[src/rtl/stim_sweep_pkg.sv]
// Shared types and constants for the exhaustive stimulus sweeper.
// Provides the FSM state enum, order-mode codes and LFSR tap table.
package stim_sweep_pkg;

  typedef enum logic [2:0] {
    IDLE,
    APPLY,
    SETTLE,
    SAMPLE,
    EMIT,
    DONE
  } state_t;

  localparam logic MODE_BIN  = 1'b0;
  localparam logic MODE_LFSR = 1'b1;

  // Maximal-length Fibonacci tap masks, bit k = tap k+1.
  function automatic logic [31:0] lfsr_taps(input int width);
    logic [31:0] t;
    case (width)
      2:       t = 32'h0000_0003;
      3:       t = 32'h0000_0006;
      4:       t = 32'h0000_000C;
      5:       t = 32'h0000_0014;
      6:       t = 32'h0000_0030;
      7:       t = 32'h0000_0060;
      8:       t = 32'h0000_00B8;
      9:       t = 32'h0000_0110;
      10:      t = 32'h0000_0240;
      11:      t = 32'h0000_0500;
      12:      t = 32'h0000_0829;
      13:      t = 32'h0000_100D;
      14:      t = 32'h0000_2015;
      15:      t = 32'h0000_6000;
      16:      t = 32'h0000_D008;
      17:      t = 32'h0001_2000;
      18:      t = 32'h0002_0400;
      19:      t = 32'h0004_0023;
      20:      t = 32'h0009_0000;
      21:      t = 32'h0014_0000;
      22:      t = 32'h0030_0000;
      23:      t = 32'h0042_0000;
      24:      t = 32'h00E1_0000;
      25:      t = 32'h0120_0000;
      26:      t = 32'h0200_0023;
      27:      t = 32'h0400_0013;
      28:      t = 32'h0900_0000;
      29:      t = 32'h1400_0000;
      30:      t = 32'h2000_0029;
      31:      t = 32'h4800_0000;
      32:      t = 32'h8020_0003;
      default: t = 32'h0000_0000;
    endcase
    return t;
  endfunction

endpackage

[src/rtl/stim_sweep_capture_lfsr_step.sv]
// Combinational Fibonacci LFSR step with optional data fold-in.
// With din=0 it is a plain sequence generator; otherwise a MISR step.
module lfsr_step
  import stim_sweep_pkg::*;
#(
  parameter int         W    = 4,
  parameter logic [W-1:0] TAPS = '0
) (
  input  logic [W-1:0] cur,
  input  logic [W-1:0] din,
  output logic [W-1:0] nxt
);

  // Shift left, feed parity of tapped bits into bit 0, fold data.
  always_comb begin
    nxt = {cur[W-2:0], ^(cur & TAPS)} ^ din;
  end

endmodule

[src/rtl/stim_sweep_capture.sv]
// Exhaustive stimulus sweeper: drives all vectors, captures responses.
// Optional MISR signature output enabled by STIM_SWEEP_MISR_EN.
module stim_sweep_capture
  import stim_sweep_pkg::*;
#(
  parameter int N_WIDTH       = 4,
  parameter int OUT_WIDTH     = 1,
  parameter int SETTLE_CYCLES = 1
`ifdef STIM_SWEEP_MISR_EN
  ,
  parameter int MISR_WIDTH    = 16
`endif
) (
  input  logic                 CK,
  input  logic                 reset,
  input  logic                 start,
  input  logic                 mode,
  output logic [N_WIDTH-1:0]   stim_o,
  input  logic [OUT_WIDTH-1:0] dut_resp_i,
  output logic                 rec_valid,
  input  logic                 rec_ready,
  output logic [N_WIDTH-1:0]   rec_vec,
  output logic [OUT_WIDTH-1:0] rec_resp,
  output logic                 busy,
  output logic                 done
`ifdef STIM_SWEEP_MISR_EN
  ,
  output logic [MISR_WIDTH-1:0] sig_o
`endif
);

  localparam int SW =
    (SETTLE_CYCLES > 1) ? $clog2(SETTLE_CYCLES) : 1;
  localparam logic [SW-1:0] S_LAST =
    SW'(SETTLE_CYCLES - 1);
  localparam logic [N_WIDTH:0] R_LAST =
    (N_WIDTH+1)'((1 << N_WIDTH) - 1);
  localparam logic [N_WIDTH-1:0] V_TAPS =
    N_WIDTH'(lfsr_taps(N_WIDTH));

  state_t             state;
  logic               mode_q;
  logic [N_WIDTH-1:0] vec;
  logic [N_WIDTH-1:0] vec_lfsr;
  logic [N_WIDTH-1:0] vec_next;
  logic [SW-1:0]      scnt;
  logic [N_WIDTH:0]   rcnt;
  logic               accept;

  assign accept = (state == EMIT) && rec_ready;

  lfsr_step #(
    .W    (N_WIDTH),
    .TAPS (V_TAPS)
  ) u_vec_step (
    .cur (vec),
    .din ('0),
    .nxt (vec_lfsr)
  );

  // Next vector: count order, or zero then LFSR seeded with 1.
  always_comb begin
    vec_next = vec + N_WIDTH'(1);
    if (mode_q == MODE_LFSR) begin
      vec_next = (vec == '0) ? N_WIDTH'(1) : vec_lfsr;
    end
  end

  // Sweep FSM; the record counter alone decides termination.
  always_ff @(posedge CK) begin
    if (reset) begin
      state     <= IDLE;
      stim_o    <= '0;
      rec_vec   <= '0;
      rec_resp  <= '0;
      rec_valid <= 1'b0;
      busy      <= 1'b0;
      done      <= 1'b0;
      mode_q    <= MODE_BIN;
      vec       <= '0;
      scnt      <= '0;
      rcnt      <= '0;
    end else begin
      unique case (state)
        IDLE: begin
          busy <= 1'b0;
          if (start) begin
            state  <= APPLY;
            busy   <= 1'b1;
            mode_q <= mode;
            vec    <= '0;
            rcnt   <= '0;
          end
        end
        APPLY: begin
          stim_o <= vec;
          scnt   <= '0;
          state  <= SETTLE;
        end
        SETTLE: begin
          if (scnt == S_LAST) state <= SAMPLE;
          else scnt <= scnt + SW'(1);
        end
        SAMPLE: begin
          rec_resp  <= dut_resp_i;
          rec_vec   <= stim_o;
          rec_valid <= 1'b1;
          state     <= EMIT;
        end
        EMIT: begin
          if (rec_ready) begin
            rec_valid <= 1'b0;
            rcnt      <= rcnt + (N_WIDTH+1)'(1);
            vec       <= vec_next;
            if (rcnt == R_LAST) begin
              state <= DONE;
              done  <= 1'b1;
            end else begin
              state <= APPLY;
            end
          end
        end
        DONE: begin
          done  <= 1'b0;
          busy  <= 1'b0;
          state <= IDLE;
        end
        default: state <= IDLE;
      endcase
    end
  end

`ifdef STIM_SWEEP_MISR_EN
  localparam logic [MISR_WIDTH-1:0] M_TAPS =
    MISR_WIDTH'(lfsr_taps(MISR_WIDTH));

  logic [MISR_WIDTH-1:0] misr_next;

  lfsr_step #(
    .W    (MISR_WIDTH),
    .TAPS (M_TAPS)
  ) u_misr_step (
    .cur (sig_o),
    .din (MISR_WIDTH'(rec_resp)),
    .nxt (misr_next)
  );

  // Signature: cleared on start, folds each accepted response.
  always_ff @(posedge CK) begin
    if (reset) begin
      sig_o <= '0;
    end else if (state == IDLE && start) begin
      sig_o <= '0;
    end else if (accept) begin
      sig_o <= misr_next;
    end
  end
`endif

endmodule
[config.mk]
export PLATFORM = sky130hd
export DESIGN_NAME = stim_sweep_capture
export DESIGN_NICKNAME = d
export VERILOG_FILES = /design/src/rtl/stim_sweep_pkg.sv /design/src/rtl/stim_sweep_capture_lfsr_step.sv /design/src/rtl/stim_sweep_capture.sv
export SDC_FILE = /design/constraint.sdc
export NUM_CORES = 1
export LEC_CHECK = 0
export CAP_MARGIN = 40
export CORE_ASPECT_RATIO = 1.2
export CORE_MARGIN = 5
export CORE_UTILIZATION = 45
export CTS_BUF_LIST = sky130_fd_sc_hd__clkbuf_4
export DETAILED_ROUTE_END_ITERATION = 7
export HOLD_SLACK_MARGIN = 0.06
export MAX_ROUTING_LAYER = met4
export PLACE_DENSITY = 0.79
export SLEW_MARGIN = 20
export SYNTH_ARGS = -nofsm -noshare
export SYNTH_HDL_FRONTEND = slang
export SYNTH_HIERARCHICAL = 1
export SYNTH_SLANG_ARGS = --single-unit
[constraint.sdc]
create_clock -name CK -period 1.5 [get_ports CK]
set_clock_uncertainty 0.1 [all_clocks]
set_input_delay 0.225 -clock CK [delete_from_list [all_inputs] [get_ports CK]]
set_output_delay 0.225 -clock CK [all_outputs]
set_load 0.01 [all_outputs]
==> metrics.cfg <==
[run_status]
outcome=completed

[cts]
cts_hold_buffers=0
cts_root_buf=clkbuf_4
numCtsBuffers=3
cts.htree.levels=1
clock-sinks=25
clk_pin_slew_ns=0.14
cts_tree=yes
clock_latency_ns=0.31
clk_path_buf_depth=2

[floorplanning]
core_mm2=0.002759
initial_core_util_pct=46.08
io_pins=18
die_h_um=68.23
rows=21
die_w_um=58.52
die_area_mm2=0.003993

[placed_design]
hpwl_mm=2.298
dp_cells=202
gp_congestion=0.8271
io_buffers=17

[detailed_routing]
wl_per_cell_um=15.93
drc_errors=0
drtIter0Drc=39
viasPerCell=5.628
vias=1165
dr.pass1.iters=4
wl_mm=3.298
drtAntennaViolNets=0

[layout]
nNetsFinal=184
area_growth_pct=34.15
diodes=0
fin_cells=207
drive_above_1_share_pct=27.75

[sta]
maxSlewViolCount=0
post-route-period-util_pct=98.57
finalSetupTns_ns=0
fmax_ghz=0.6763
setup_viol=0
hold_viol=0
fin_crit_ns=1.479

[worst_setup_path]
cpLargestDelayFamily=compound AO/OA/AOI/OAI gates
crit_chain=inv_1 > ha_1 > nor3b_1 > o311ai_1 > o32ai_1
path_max_fanout=3
worst_path_max_delay_cell=dfxtp_1
cp_data_required_time_ns=1.60
cp.buffers_inverters=1
end_kind=flop
startpoint_type=flop
cpPeakStageDelay_ns=0.38
critical_path_arrival_ns=1.58
critical_path_class=reg -> reg

[pwr]
leakage_nw=0.7321
powerDensity_mw_per_mm2=751.4
pwr-share-seq_pct=55.3
sw_frac_of_total_pct=27.75
ir_drop_uv=481.9
p_switching_uw=355.6
p_int_uw=925.9
clockPowerShare_pct=25.2
combPwrFrac_pct=19.5

[logic_synthesis]
synth.distinct_cells=44
yosysWarnings=6
async_flop_share_pct=0
ys.flop_type=dfxtp_1
avgSynthCellArea_um2=9.416
synth.largest_area_cell=dfxtp_1
synthTopCellsByArea=dfxtp_1, mux2i_1, ha_1
synth_edf_count=0
synth_cells=135
synth_top_area_share_pct=39.37
netlist_area_mm2=0.001271
ys_seq_area_share_pct=39.37
ys_ff_latch=25

[global_route]
grt_pass1_vias=1250
grt_max_degree=14
grt_first_pass_wirelength_mm=5.402
grt-ovfl-total=0
track_usage_pct=17.94
antenna_found_initial=0

[min_path]
min_path_type=reg -> reg

[job]
cap_viol_max_count=0

[worst reg2reg max path, cell delays in order, from the launching register on]
cell      delay, ns
dfxtp_1        0.38
inv_1          0.09
ha_1           0.22
nor3b_1        0.14
o311ai_1       0.29
o32ai_1        0.15
[synth_stat cells, types with 3 or more instances]
cell / number
dfxtp_1: 25
nor3_1: 3
xor2_1: 3
a21oi_1: 7
mux2_2: 3
nor2b_1: 3
nand3_1: 3
nand3b_1: 3
nor3b_1: 3
ha_1: 4
inv_1: 7
nor2_1: 12
mux2i_1: 11
clkbuf_1: 3
buf_2: 5
o21ai_0: 6
[area by class of cell]
cell class	instances	area [um2]
clock buffers	4	30.03
fillers	249	1054
inverters	7	26.28
multi-input cells	98	774.5
flip-flops and latches	25	511.7
well taps	34	42.54
repair buffers	39	320.3
[layout by cell type, fill, tap and decap left out, types with 2 or more instances in the layout]
cell type	count
a21oi_1	6
a31oi_1	2
buf_4	22
clkbuf_4	4
clkdlybuf4s50_1	5
conb_1	4
dfxtp_1	20
dfxtp_2	3
dfxtp_4	2
dlygate4sd2_1	12
ha_1	2
ha_4	2
inv_1	7
mux2_2	3
mux2i_1	11
nand2_1	2
nand3_1	3
nand3b_1	3
nand4_1	2
nor2_1	12
nor2b_1	3
nor3_1	3
nor3b_1	3
o2111ai_1	2
o21ai_0	6
o32ai_1	2
xor2_1	3
[layer usage]
layer / GRT usage, % / wire length, um
met5: - / 0
met3: 2.830 / 110
met4: 9.565 / 98
met1: 19.15 / 1376
met2: 31.70 / 1712
[sequential cells by signal (all words and copies together) (netlist names)]
name / cells
busy: 1
done: 1
mode_q: 1
rcnt: 5
rec_resp: 1
rec_valid: 1
rec_vec: 4
state: 3
stim_o: 4
vec: 4
[power by group through the flow]
stage | combinational (mW) | sequential, mW | clock, mW
finish | 0.250 | 0.709 | 0.323
global route | 0.271 | 0.712 | 0.355
CTS | 0.240 | 0.710 | 0.325
detailed placement | 0.239 | 0.721 | 0
global placement | 0.232 | 0.720 | 0
floorplan | 0.145 | 0.713 | 0
[kinds of logic (layout without fill, tap and decap cells)]
kind of cell | after synthesis | count (layout) | synth area share, %
adder cells (fa/ha/maj) | 4 | 4 | 3.937
AO/OA/AOI/OAI | 29 | 29 | 15.55
AND/OR/NAND/NOR | 42 | 42 | 19.98
multiplexers | 14 | 14 | 11.32
flip-flops | 25 | 25 | 39.37
other | 1 | 4 | 0.2950
XOR/XNOR | 5 | 5 | 4.626
buffers and inverters | 15 | 50 | 4.921
[through the flow]
stage / instance area [um2] / power (mW) / worst slack (ns) / hold WS, ns / utilization [%]
detailed placement: 1623 / 0.9600 / -0.3097 / 0.3749 / 58.82
global route: 1705 / 1.338 / -0.03129 / 0.4277 / 61.81
global placement: 1623 / 0.9515 / -0.2339 / 0.3646 / 58.82
finish: 1705 / 1.281 / 0.02141 / 0.4099 / 61.81
CTS: 1657 / 1.275 / 0.006708 / 0.3948 / 60.05
floorplan: 1289 / 0.8583 / 0.02734 / 0.2689 / -
[what timing repair did]
action                                  4_1_cts  5_1_grt
endpoints found under the hold margin         0        0
endpoints found under the setup margin       26        3
buffers inserted                              1        0
gates cloned                                  0        0
pin swaps                                     1        3
resized for setup                            18       10
[path summary, 6_finish.rpt]
path | start | end | slack, ns | cells past startpoint
worst min register to register | rec_resp | rec_resp | 0.41 | 2
worst max-delay path | vec[0] | vec[0] | 0.02 | 5
worst min-delay path | rec_resp | rec_resp | 0.41 | 2
worst max register to register | vec[0] | vec[0] | 0.02 | 5
Power figures use the tool's default switching activity.
